==> config.mk <==
export PLATFORM = sky130hd
export DESIGN_NAME = score_scan_display
export DESIGN_NICKNAME = d
export VERILOG_FILES = /design/src/rtl/score_scan_display.sv
export SDC_FILE = /design/constraint.sdc
export NUM_CORES = 1
export LEC_CHECK = 0
export ABC_AREA = 1
export CAP_MARGIN = 30
export CORE_MARGIN = 2
export CORE_UTILIZATION = 58
export CTS_CLUSTER_DIAMETER = 40
export DETAILED_ROUTE_END_ITERATION = 12
export PLACE_DENSITY = 0.8
export SLEW_MARGIN = 15
export SYNTH_ARGS = -nofsm -noshare
export SYNTH_HDL_FRONTEND = slang
export SYNTH_SLANG_ARGS = --single-unit
export TNS_END_PERCENT = 5
==> constraint.sdc <==
create_clock -name clk -period 8.1 [get_ports clk]
set_input_delay 2.025 -clock clk [delete_from_list [all_inputs] [get_ports clk]]
set_output_delay 2.025 -clock clk [all_outputs]
set_load 0.05 [all_outputs]
==> src/rtl/score_scan_display.sv <==
// Saturating BCD score accumulator driven by collision edges, plus a multiplexed seven-segment scanner.
// Optional build macro SCORE_LEADING_ZERO_BLANK_EN blanks leading zero digits above digit 0.
module score_scan_display #(
  parameter int DIGITS      = 4,
  parameter int REFRESH_DIV = 100000
) (
  input  logic                  clk,
  input  logic                  rst,
  input  logic                  collision,
  input  logic [3:0]            points,
  input  logic                  clear,
  output logic [4*DIGITS-1:0]   score_bcd,
  output logic                  overflow,
  output logic [6:0]            seven_seg_display,
  output logic [DIGITS-1:0]     an
);

  localparam int DW = (REFRESH_DIV > 1) ? $clog2(REFRESH_DIV) : 1;
  localparam int IW = $clog2(DIGITS);
  localparam logic [4*DIGITS-1:0] ALL_NINES = {DIGITS{4'h9}};

  logic                coll_q;
  logic [4*DIGITS-1:0] score_q, score_d;
  logic                ovf_q, ovf_d;
  logic [DW-1:0]       div_q, div_d;
  logic [IW-1:0]       idx_q, idx_d;
  logic [DIGITS-1:0]   an_q, an_d;
  logic [6:0]          seg_q, seg_d;
  logic                evt, tick;
  logic [3:0]          pts;
  logic [DIGITS:0]     carry;
  logic [4*DIGITS-1:0] sum;
  logic [6:0]          digit_seg [DIGITS];

  function automatic logic [6:0] bcd_to_seg(input logic [3:0] d);
    case (d)
      4'd0:    bcd_to_seg = 7'b1000000;
      4'd1:    bcd_to_seg = 7'b1111001;
      4'd2:    bcd_to_seg = 7'b0100100;
      4'd3:    bcd_to_seg = 7'b0110000;
      4'd4:    bcd_to_seg = 7'b0011001;
      4'd5:    bcd_to_seg = 7'b0010010;
      4'd6:    bcd_to_seg = 7'b0000010;
      4'd7:    bcd_to_seg = 7'b1111000;
      4'd8:    bcd_to_seg = 7'b0000000;
      4'd9:    bcd_to_seg = 7'b0010000;
      default: bcd_to_seg = 7'b1111111;
    endcase
  endfunction

  // coll_q resets high so a level already high at reset release is not an edge
  assign evt      = collision & ~coll_q;
  assign pts      = (points > 4'd9) ? 4'd9 : points;
  assign carry[0] = 1'b0;
  assign tick     = (div_q == DW'(REFRESH_DIV - 1));

  genvar gi;
  generate
    for (gi = 0; gi < DIGITS; gi++) begin : g_digit
      logic [4:0] raw;
      assign raw = {1'b0, score_q[4*gi +: 4]} + {1'b0, (gi == 0) ? pts : 4'd0} + {4'd0, carry[gi]};
      assign carry[gi+1]    = (raw > 5'd9);
      assign sum[4*gi +: 4] = carry[gi+1] ? 4'(raw - 5'd10) : raw[3:0];
`ifdef SCORE_LEADING_ZERO_BLANK_EN
      if (gi == 0) begin : g_lsd
        assign digit_seg[gi] = bcd_to_seg(score_q[3:0]);
      end else begin : g_msd
        assign digit_seg[gi] = (score_q[4*DIGITS-1:4*gi] == '0) ? 7'b1111111
                                                               : bcd_to_seg(score_q[4*gi +: 4]);
      end
`else
      assign digit_seg[gi] = bcd_to_seg(score_q[4*gi +: 4]);
`endif
    end
  endgenerate

  always_comb begin
    score_d = score_q;
    ovf_d   = ovf_q;
    if (clear) begin
      score_d = '0;
      ovf_d   = 1'b0;
    end else if (evt) begin
      if (carry[DIGITS]) begin
        score_d = ALL_NINES;
        ovf_d   = 1'b1;
      end else begin
        score_d = sum;
      end
    end

    div_d = tick ? '0 : div_q + DW'(1);
    idx_d = idx_q;
    an_d  = an_q;
    seg_d = seg_q;
    // Segments latch the pre-update score of the newly selected digit
    if (tick) begin
      idx_d = (idx_q == IW'(DIGITS - 1)) ? '0 : idx_q + IW'(1);
      an_d  = ~(DIGITS'(1) << idx_d);
      seg_d = digit_seg[idx_d];
    end
  end

  always_ff @(posedge clk) begin
    if (rst) begin
      coll_q  <= 1'b1;
      score_q <= '0;
      ovf_q   <= 1'b0;
      div_q   <= '0;
      idx_q   <= IW'(DIGITS - 1);
      an_q    <= '1;
      seg_q   <= 7'b1111111;
    end else begin
      coll_q  <= collision;
      score_q <= score_d;
      ovf_q   <= ovf_d;
      div_q   <= div_d;
      idx_q   <= idx_d;
      an_q    <= an_d;
      seg_q   <= seg_d;
    end
  end

  assign score_bcd         = score_q;
  assign overflow          = ovf_q;
  assign seven_seg_display = seg_q;
  assign an                = an_q;

endmodule

# [Word-level counts from Yosys, hierarchy flattened]
# Memory sizes are Yosys's and may differ from the RTL's. A register that Yosys moved wholly into a read port is not among the register bits.
# Cells that the tools add are included.
[totals] register_bits=48 mem_bits_ro=448 input_bits=8 out_inout_bits=28 word_cells=53 n_memories=4
[classes] add_sub_neg=9 n_lt_le_gt_ge=6 eq_ne=2 shift=1 muxes=17 bitwise_logic=4 n_reduce_logical=3
[memory_table] memory="(no name shown)" words=16 word_bits=7 read_ports=1 rd_ports_with_merged_regs=1 wr=0 line="36" rtl="case (d)"
[memory_table] memory="(no name shown)" words=16 word_bits=7 read_ports=1 rd_ports_with_merged_regs=1 wr=0 line="36"
[memory_table] memory="(no name shown)" words=16 word_bits=7 read_ports=1 rd_ports_with_merged_regs=1 wr=0 line="36"
[memory_table] memory="(no name shown)" words=16 word_bits=7 read_ports=1 rd_ports_with_merged_regs=1 wr=0 line="36"
[op_table] cell="two-way mux 4 bit" n=12
[op_table] cell="greater-than comparator 5 x 4 -> 1 bit (second input constant)" n=4
[op_table] cell="adder 17 x 1 -> 17 bit (second input constant)" n=1
[op_table] cell="equality test 17 bit (second input constant)" n=1
[op_table] cell="two-way mux 16 bit" n=1
[op_table] cell="adder 4 x 1 -> 5 bit" n=3
[op_table] cell="binary-select mux 7 bit (select 2 bit)" n=1
[op_table] cell="two-way mux 7 bit" n=2
[op_table] cell="subtractor 4 bit (second input constant)" n=3
[op_table] cell="adder 4 x 4 -> 5 bit" n=1
[op_table] cell="greater-than comparator 4 bit (second input constant)" n=1
[op_table] cell="NOT 4 bit" n=1
[op_table] cell="OR reduction 2 bit" n=2
[op_table] cell="left shift 1 x 2 -> 4 bit (first input constant)" n=1
[op_table] cell=">= comparator 3 bit (second input constant)" n=1
[op_table] cell="NOT 2 -> 3 bit" n=1
[op_table] cell="adder 2 x 1 -> 2 bit (second input constant)" n=1
[op_table] cell="equality test 2 bit (second input constant)" n=1
[op_table] cell="two-way mux 2 bit" n=1
[op_table] cell="AND reduction 2 bit" n=1
[op_table] cell="bitwise AND 1 bit" n=1
[op_table] cell="NOT 1 bit" n=1

# [Depth between registers and ports, before layout]
[depth] word_depth=13 mapped_depth=37 mapped_depth_nobuf=37

# [Least setup slack after synthesis]
# No wires, ideal clock.
[synth_path] path_type="input-to-reg" startpoint="input points[2]" endpoint="register, netlist name digit_seg[0]" setup_time_ps=118 t_arrival_ps=6935 required_time_ps=7982 setup_slack_ps=1047 stages=32 n_path_buf=0 path_cell_list="o21ai_0 nand2_1 ha_1 inv_1 fa_1 nand3_1 nand3_2 nand2_1 ha_1 ha_1 xnor2_2 nand2_1 nand2_1 nand2_1 ha_1 ha_1 xnor2_2 nand2_1 nand2_1 nand2_1 ha_1 ha_1 xnor2_1 nand2_1 nand2_2 nand3_4 o21ai_0 inv_1 ha_1 or2_2 nand3_1 nand2_1"
[synth_via] elab_chain_len=13
[synth_lines] element="start: declaration" line="10" rtl="input logic [3:0] points,"
[synth_lines] element="greater-than comparator 4 bit" line="53" rtl="assign pts = (points > 4'd9) ? 4'd9 : points;"
[synth_lines] element="two-way mux 4 bit (*)" line="53"
[synth_lines] element="adder 4 x 4 -> 5 bit (*)" line="61" rtl="assign raw = {1'b0, score_q[4*gi +: 4]} + {1'b0, (gi == 0) ? pts : 4'd0} + {4'd0, carry[gi]};"
[synth_lines] element="greater-than comparator 5 x 4 -> 1 bit (*)" line="62" rtl="assign carry[gi+1] = (raw > 5'd9);"
[synth_lines] element="adder 4 x 1 -> 5 bit (*)" line="61"
[synth_lines] element="greater-than comparator 5 x 4 -> 1 bit (*)" line="62"
[synth_lines] element="adder 4 x 1 -> 5 bit (*)" line="61"
[synth_lines] element="greater-than comparator 5 x 4 -> 1 bit (*)" line="62"
[synth_lines] element="adder 4 x 1 -> 5 bit (*)" line="61"
[synth_lines] element="greater-than comparator 5 x 4 -> 1 bit" line="62"
[synth_lines] element="two-way mux 16 bit (*)" line="84" rtl="if (carry[DIGITS]) begin"
[synth_lines] element="two-way mux 4 bit (no line) (*) (2 in series)"
# Every way passes the cells marked *; elsewhere a longest branch is shown, timed or not.
# A chain may end at the register's enable or synchronous reset.

# [Final worst setup path]
[layout_path] startpoint="input points[3]" endpoint="register, netlist name digit_seg[0]"
[layout_via] elab_chain_len=13
[layout_lines] element="greater-than comparator 4 bit" line="53"
[layout_lines] element="two-way mux 4 bit (*)" line="53"
[layout_lines] element="adder 4 x 4 -> 5 bit (*)" line="61"
[layout_lines] element="greater-than comparator 5 x 4 -> 1 bit (*)" line="62"
[layout_lines] element="adder 4 x 1 -> 5 bit (*)" line="61"
[layout_lines] element="greater-than comparator 5 x 4 -> 1 bit (*)" line="62"
[layout_lines] element="adder 4 x 1 -> 5 bit (*)" line="61"
[layout_lines] element="greater-than comparator 5 x 4 -> 1 bit (*)" line="62"
[layout_lines] element="adder 4 x 1 -> 5 bit (*)" line="61"
[layout_lines] element="greater-than comparator 5 x 4 -> 1 bit" line="62"
[layout_lines] element="two-way mux 16 bit (*)" line="84"
[layout_lines] element="two-way mux 4 bit (no line) (*) (2 in series)"
# Marked as above.

==> flow_metrics.py <==
metrics = {
    "run_status": {
        "status": "finished, final reports clean",
    },
    "routing": {
        "drt_iter0_markers": 179,
        "drtPass1Iterations": 4,
        "post-route-drc-count": 0,
        "routed_wirelength_um": 9040,
        "drt-vias-per-instance": 5.19,
        "vias": 3578,
        "ant_nets": 0,
        "wl_per_cell_um": 13.1,
    },
    "critical_path": {
        "worst-path-max-fanout": 8,
        "cp_common_cell": "nand2_1",
        "cp-end-kind": "register",
        "slowest_delay_ns": 0.56,
        "critPathRequiredTime_ns": 8.34,
        "crit_arrival_ns": 7.89,
        "slowest_stage": "fa_2",
        "startpoint_type": "input port",
        "crit_type": "in2reg",
    },
    "cts": {
        "clock_path_buffers": 2,
        "insertion_delay_ns": 0.35,
        "ctsHtreeMaxLevel": 3,
        "ctsHoldBuffers": 0,
        "cts_root_buf": "clkbuf_8",
        "cts_tree": "yes",
        "cts_buffers": 9,
        "cts.sinks": 76,
        "clk_pin_slew_ns": 0.08,
    },
    "sta": {
        "skew_ns": 0.0110,
        "slew_headroom_pct": 44.4,
        "worst_slew_pin_slew_ns": 0.831,
        "clock.fmax_ghz": 0.131,
        "setup_viol": 0,
        "finalHoldWorstSlack_ns": 0.451,
        "min_period_ns": 7.65,
        "fin_crit_sh_pct": 94.4,
        "drv_slew": 0,
        "hold_violations": 0,
    },
    "final_layout": {
        "num_antenna_cells": 0,
        "final_cell_mix": "nand2_1 (129), dfxtp_1 (76), inv_1 (57)",
        "multi_input_area_mm2": 0.00239,
        "design_area_mm2": 0.00492,
        "final_common_cell": "nand2_1",
        "area_delta_synth_final_pct": 16.8,
        "n_fill_cell": 592,
        "drive_above_1_share_pct": 13.2,
        "final_nets": 634,
        "register_area_mm2": 0.00152,
    },
    "yosys": {
        "postSynthAreaPerCell_um2": 7.74,
        "ys_types": 42,
        "ys_seq_elements": 76,
        "synth_top_area_share_pct": 36.1,
        "syn_inst": 544,
        "synth_seq_area_share_pct": 36.1,
        "syn_area_mm2": 0.00421,
        "yosysWarnings": 0,
        "synth_top_cell_by_area": "dfxtp_1",
        "synthesis.nets": 592,
        "synthTopCellsByArea": "dfxtp_1 (36%), ha_1 (12%), nand2_1 (12%), nand3_1 (6.4%), inv_1 (5.3%)",
    },
    "placement": {
        "portBuffers": 35,
        "dp_hpwl_um": 6630,
        "gp_congestion": 0.903,
        "dpl_cell_area_mm2": 0.00466,
    },
    "floorplan": {
        "ioPinCount": 36,
        "coreArea_mm2": 0.00714,
        "die-area_mm2": 0.00796,
        "die_w_um": 89.2,
        "rows": 31,
        "die_h_um": 89.2,
        "initial_core_util_pct": 59.0,
    },
    "global_route": {
        "grtUsageTotal_pct": 24.1,
        "grt_pass1_vias": 3344,
        "grt.overflow.total": 0,
        "grt_pass1_wl_um": 15100,
        "grt_antenna_before_repair": 0,
        "grt_max_degree": 28,
    },
    "power": {
        "power_frac_clock_pct": 41.0,
        "switching_power_uw": 185,
        "seqPwrFrac_pct": 51.9,
        "leakage_uw": 0.00246,
        "cellPowerDensity_mw_per_mm2": 150,
        "ir_drop_v": 0.0000826,
        "comb_power_share_pct": 7.0,
        "switching_share_pct": 25.2,
        "p_int_uw": 550,
    },
    "min_path": {
        "hp-class": "reg2reg",
    },
    "run": {
        "max_cap_violations": 0,
    },
}
==> what timing repair did <==
action | CTS | global route
setup buffers | 0 | 3
endpoints found under the hold margin | 0 | 0
endpoints found under the setup margin | 0 | 20
resized for setup | 0 | 8
==> critical path, delay by kind of cell <==
family	cells	cell delay, ns
adder cells (fa/ha/maj)	9	2.23
AND/OR/NAND/NOR	16	1.80
XOR/XNOR	3	0.56
buffers and inverters	4	0.84
AO/OA/AOI/OAI	2	0.41
==> layout make-up <==
type,instances,area share (%)
multi-input combinational,388,48.6
sequential,76,30.9
timing repair buffer,42,8.19
inverter,69,5.47
clock buffer,10,2.80
tap,99,2.52
clock inverter,6,1.48
==> sequential cells by signal, indices dropped and copies added (netlist names) <==
| register | flops |
|---|---|
| digit_seg | 28 |
| div_q | 17 |
| score_bcd | 16 |
| seven_seg_display | 7 |
| an | 4 |
| idx_q | 2 |
| coll_q | 1 |
| overflow | 1 |
==> power by group through the flow <==
stage	Clock [uW]	Sequential, uW	Combinational (uW)
CTS	306	382	50.8
global placement	0	391	48.6
finish	302	382	51.9
floorplan	0	393	32.7
global route	322	383	58.8
detailed placement	0	391	50.4
==> worst paths after layout <==
check | startpoint | endpoint | slack [ns] | depth (start not counted)
max | points[3] | digit_seg[0]$_DFF_P_ | 0.45 | 34
min | div_q[0]$_SDFF_PP0_ | div_q[0]$_SDFF_PP0_ | 0.45 | 1
max reg2reg | score_bcd[0]$_SDFFE_PP0P_ | digit_seg[0]$_DFF_P_ | 2.44 | 31
min reg2reg | div_q[0]$_SDFF_PP0_ | div_q[0]$_SDFF_PP0_ | 0.45 | 1
==> through the flow <==
stage	power, uW	setup TNS, ns	cells	worst slack, ns	utilization (%)
after global placement	440	0	671	0.384	65.4
after detailed placement	441	0	671	0.0156	65.4
after floorplan	426	0	544	1.05	-
after CTS	739	0	687	0.364	68.3
after global routing	764	-0.0121	690	-0.00676	68.9
final	736	0	690	0.454	68.9
==> synth_stat cells <==
library cell	count
a21oi_1	14
a22oi_2	1
a32o_1	4
buf_2	4
buf_4	1
clkbuf_1	6
clkinv_4	1
dfxtp_1	76
fa_1	1
ha_1	39
inv_1	60
inv_2	7
inv_4	1
nand2_1	130
nand2_2	9
nand2_4	5
nand3_1	54
nand3_2	4
nand3_4	3
nand3b_1	6
nand4_1	5
nand4_2	1
nor2_1	40
nor2_2	4
nor2_4	3
nor3_1	4
nor3_2	1
nor3b_1	3
nor4_1	1
nor4_2	2
o211ai_1	13
o21ai_0	14
o21ai_2	1
o21ai_4	1
o21bai_1	2
o22ai_1	3
or2_0	1
or2_1	4
or2_2	3
xnor2_1	4
xnor2_2	2
xor2_1	6
==> cells by family (layout without fill, tap and decap cells) <==
logic type / Yosys count / after routing / share of synthesized area, %
AND/OR/NAND/NOR: 283 / 283 / 33.1
buffers and inverters: 80 / 127 / 7.52
flip-flops: 76 / 76 / 36.1
AO/OA/AOI/OAI: 53 / 53 / 8.29
adder cells (fa/ha/maj): 40 / 40 / 12.1
XOR/XNOR: 12 / 12 / 2.85
==> routing by layer <==
layer,share of wire (%),global-route usage (%)
met4,2.0,8.68
met2,50,43.4
met1,44,28.3
met5,0,0
met3,3.9,4.80
Power figures use the tool's default switching activity.
==> RTL change (same settings) <==
Add a define of `SCORE_LEADING_ZERO_BLANK_EN`.
--- a/src/rtl/score_scan_display.sv
+++ b/src/rtl/score_scan_display.sv
@@ -1,5 +1,7 @@
 // Saturating BCD score accumulator driven by collision edges, plus a multiplexed seven-segment scanner.
 // Optional build macro SCORE_LEADING_ZERO_BLANK_EN blanks leading zero digits above digit 0.
+`define SCORE_LEADING_ZERO_BLANK_EN
+
 module score_scan_display #(
   parameter int DIGITS      = 4,
   parameter int REFRESH_DIV = 100000
Check against the original RTL: no difference found for any inputs over 10 cycles, from zero or initial values and one cycle with rst high; that may be too few to reach the edited logic, so the function may still have changed.
==> RTL change against the unedited design <==
Synthesized area grew 3.4%. Sequential power is essentially flat. Wire length grew 4.0%. Sequential cell count is the same. Clock skew shrank 5.7 ps. Final area grew 3.2%. Total power grew 2.7%. Setup slack gained 3.8 ps. Largest cell class unchanged.
==> RTL change: results (changes against the unedited design) <==
largest net degree at the start of global routing 27 (-3.6%); Critical-path top delay cell clkdlybuf4s50_1; CP Data Arrival Time 7880 ps (about the same); Synth Instances 578 (+6.3%); CP max stage delay 490 ps (-70 ps); vias in the first global route 3541 (+5.9%); Post-Route WL 9.40 mm (+4.0%); Clock Power Share 0.413 (+0.003); Cells after DPL 707 (+5.4%); worst r2r path cells 35 (+13%); DR iter-0 viols 162 (-9.5%); Seq/Total Area, Yosys 0.349 (-0.0119); Vias 3781 (+5.7%); worst slack, placed 113 ps (+97.9 ps); clock skew 5.24 ps (-5.73 ps); first-pass GRT wire length 16.0 mm (+6.3%); Filler cells 603 (+1.9%); GP Congestion 0.873 (-3.3%); initial antenna violation count 0 (unchanged); syn_nets 626 (+5.7%); clk slew on worst S/H paths 80 ps (about the same); Cell Area, Placed 4810 sq um (+3.1%); Power Internal 572 uW (+4.0%); Peak VDD IR 0.0000825 V (-0.11%); outcome finished, final reports clean; NumNets Final 670 (+5.7%); All-Layer GR Usage 0.236 (-0.00509); commonest cells in the netlist 108 x nand2_1, 76 x dfxtp_1, 68 x inv_1, 67 x nor2_1, 60 x nand3_1; pin slew with the least headroom to its limit 802 ps (-29.3 ps); P_comb 61.0 uW (+18%); maximum net fanout on the critical path 6 (-2); drt wl/cell 13.0 um (-1.0%); HPWL Detailed 7.17 mm (+8.1%); largest cells by area after synthesis dfxtp_1 35%, ha_1 11%, nand2_1 9.3%; share of cells above drive strength 1 0.131 (-0.000989)
==> RTL change: routing by layer <==
metal  vias up  GRT usage  part of all wire
li1       1963          -                 -
met1      1730      0.297              0.45
met2        72      0.398              0.50
met3        16     0.0417             0.034
met4         0     0.0987             0.018
met5         -          0                 0
==> RTL change: cell type report <==
class | count | area share
Multi-Input combinational cell | 417 | 0.495
Tap cell | 99 | 0.0244
Clock buffer | 9 | 0.0244
Sequential cell | 76 | 0.300
Timing Repair Buffer | 41 | 0.0804
Clock inverter | 6 | 0.0178
Inverter | 77 | 0.0584
==> RTL change: path summary, 6_finish.rpt <==
path	endpoint	slack (ps)	from
setup / recovery	flop	460	points[3]
hold / removal	div_q[0]	450	div_q[0]
setup reg to reg	flop	2390	score_bcd[0]
hold reg to reg	div_q[0]	450	div_q[0]
==> RTL change: critical path, delay by kind of cell <==
kind,cells,cell delay (ps)
adder cells (fa/ha/maj),9,2240
AO/OA/AOI/OAI,2,400
buffers and inverters,7,1040
AND/OR/NAND/NOR,20,2140
==> RTL change: cell families (layout without fill, tap and decap cells) <==
kind of cell / count (synthesis) / count (layout) / synth area share
buf+inv: 85 / 133 / 0.0782
flops: 76 / 76 / 0.349
xor+xnor: 9 / 9 / 0.0233
simple gates: 298 / 298 / 0.336
compound gates: 70 / 70 / 0.0968
fa+ha+maj: 40 / 40 / 0.117
==> RTL change: what timing repair did <==
item	4_1_cts	5_1_grt
setup buffers	0	3
endpoints found under the setup margin	0	13
hold buffers	0	0
resized for setup	0	4
==> RTL change: metrics by stage <==
step / total power, uW / TNS (ps) / utilization / hold slack [ps]
floorplan: 433 / 0 / - / 418
global placement: 448 / 0 / 0.662 / 432
detailed placement: 450 / 0 / 0.663 / 438
CTS: 756 / 0 / 0.692 / 456
global route: 782 / -150 / 0.700 / 486
finish: 756 / 0 / 0.700 / 452
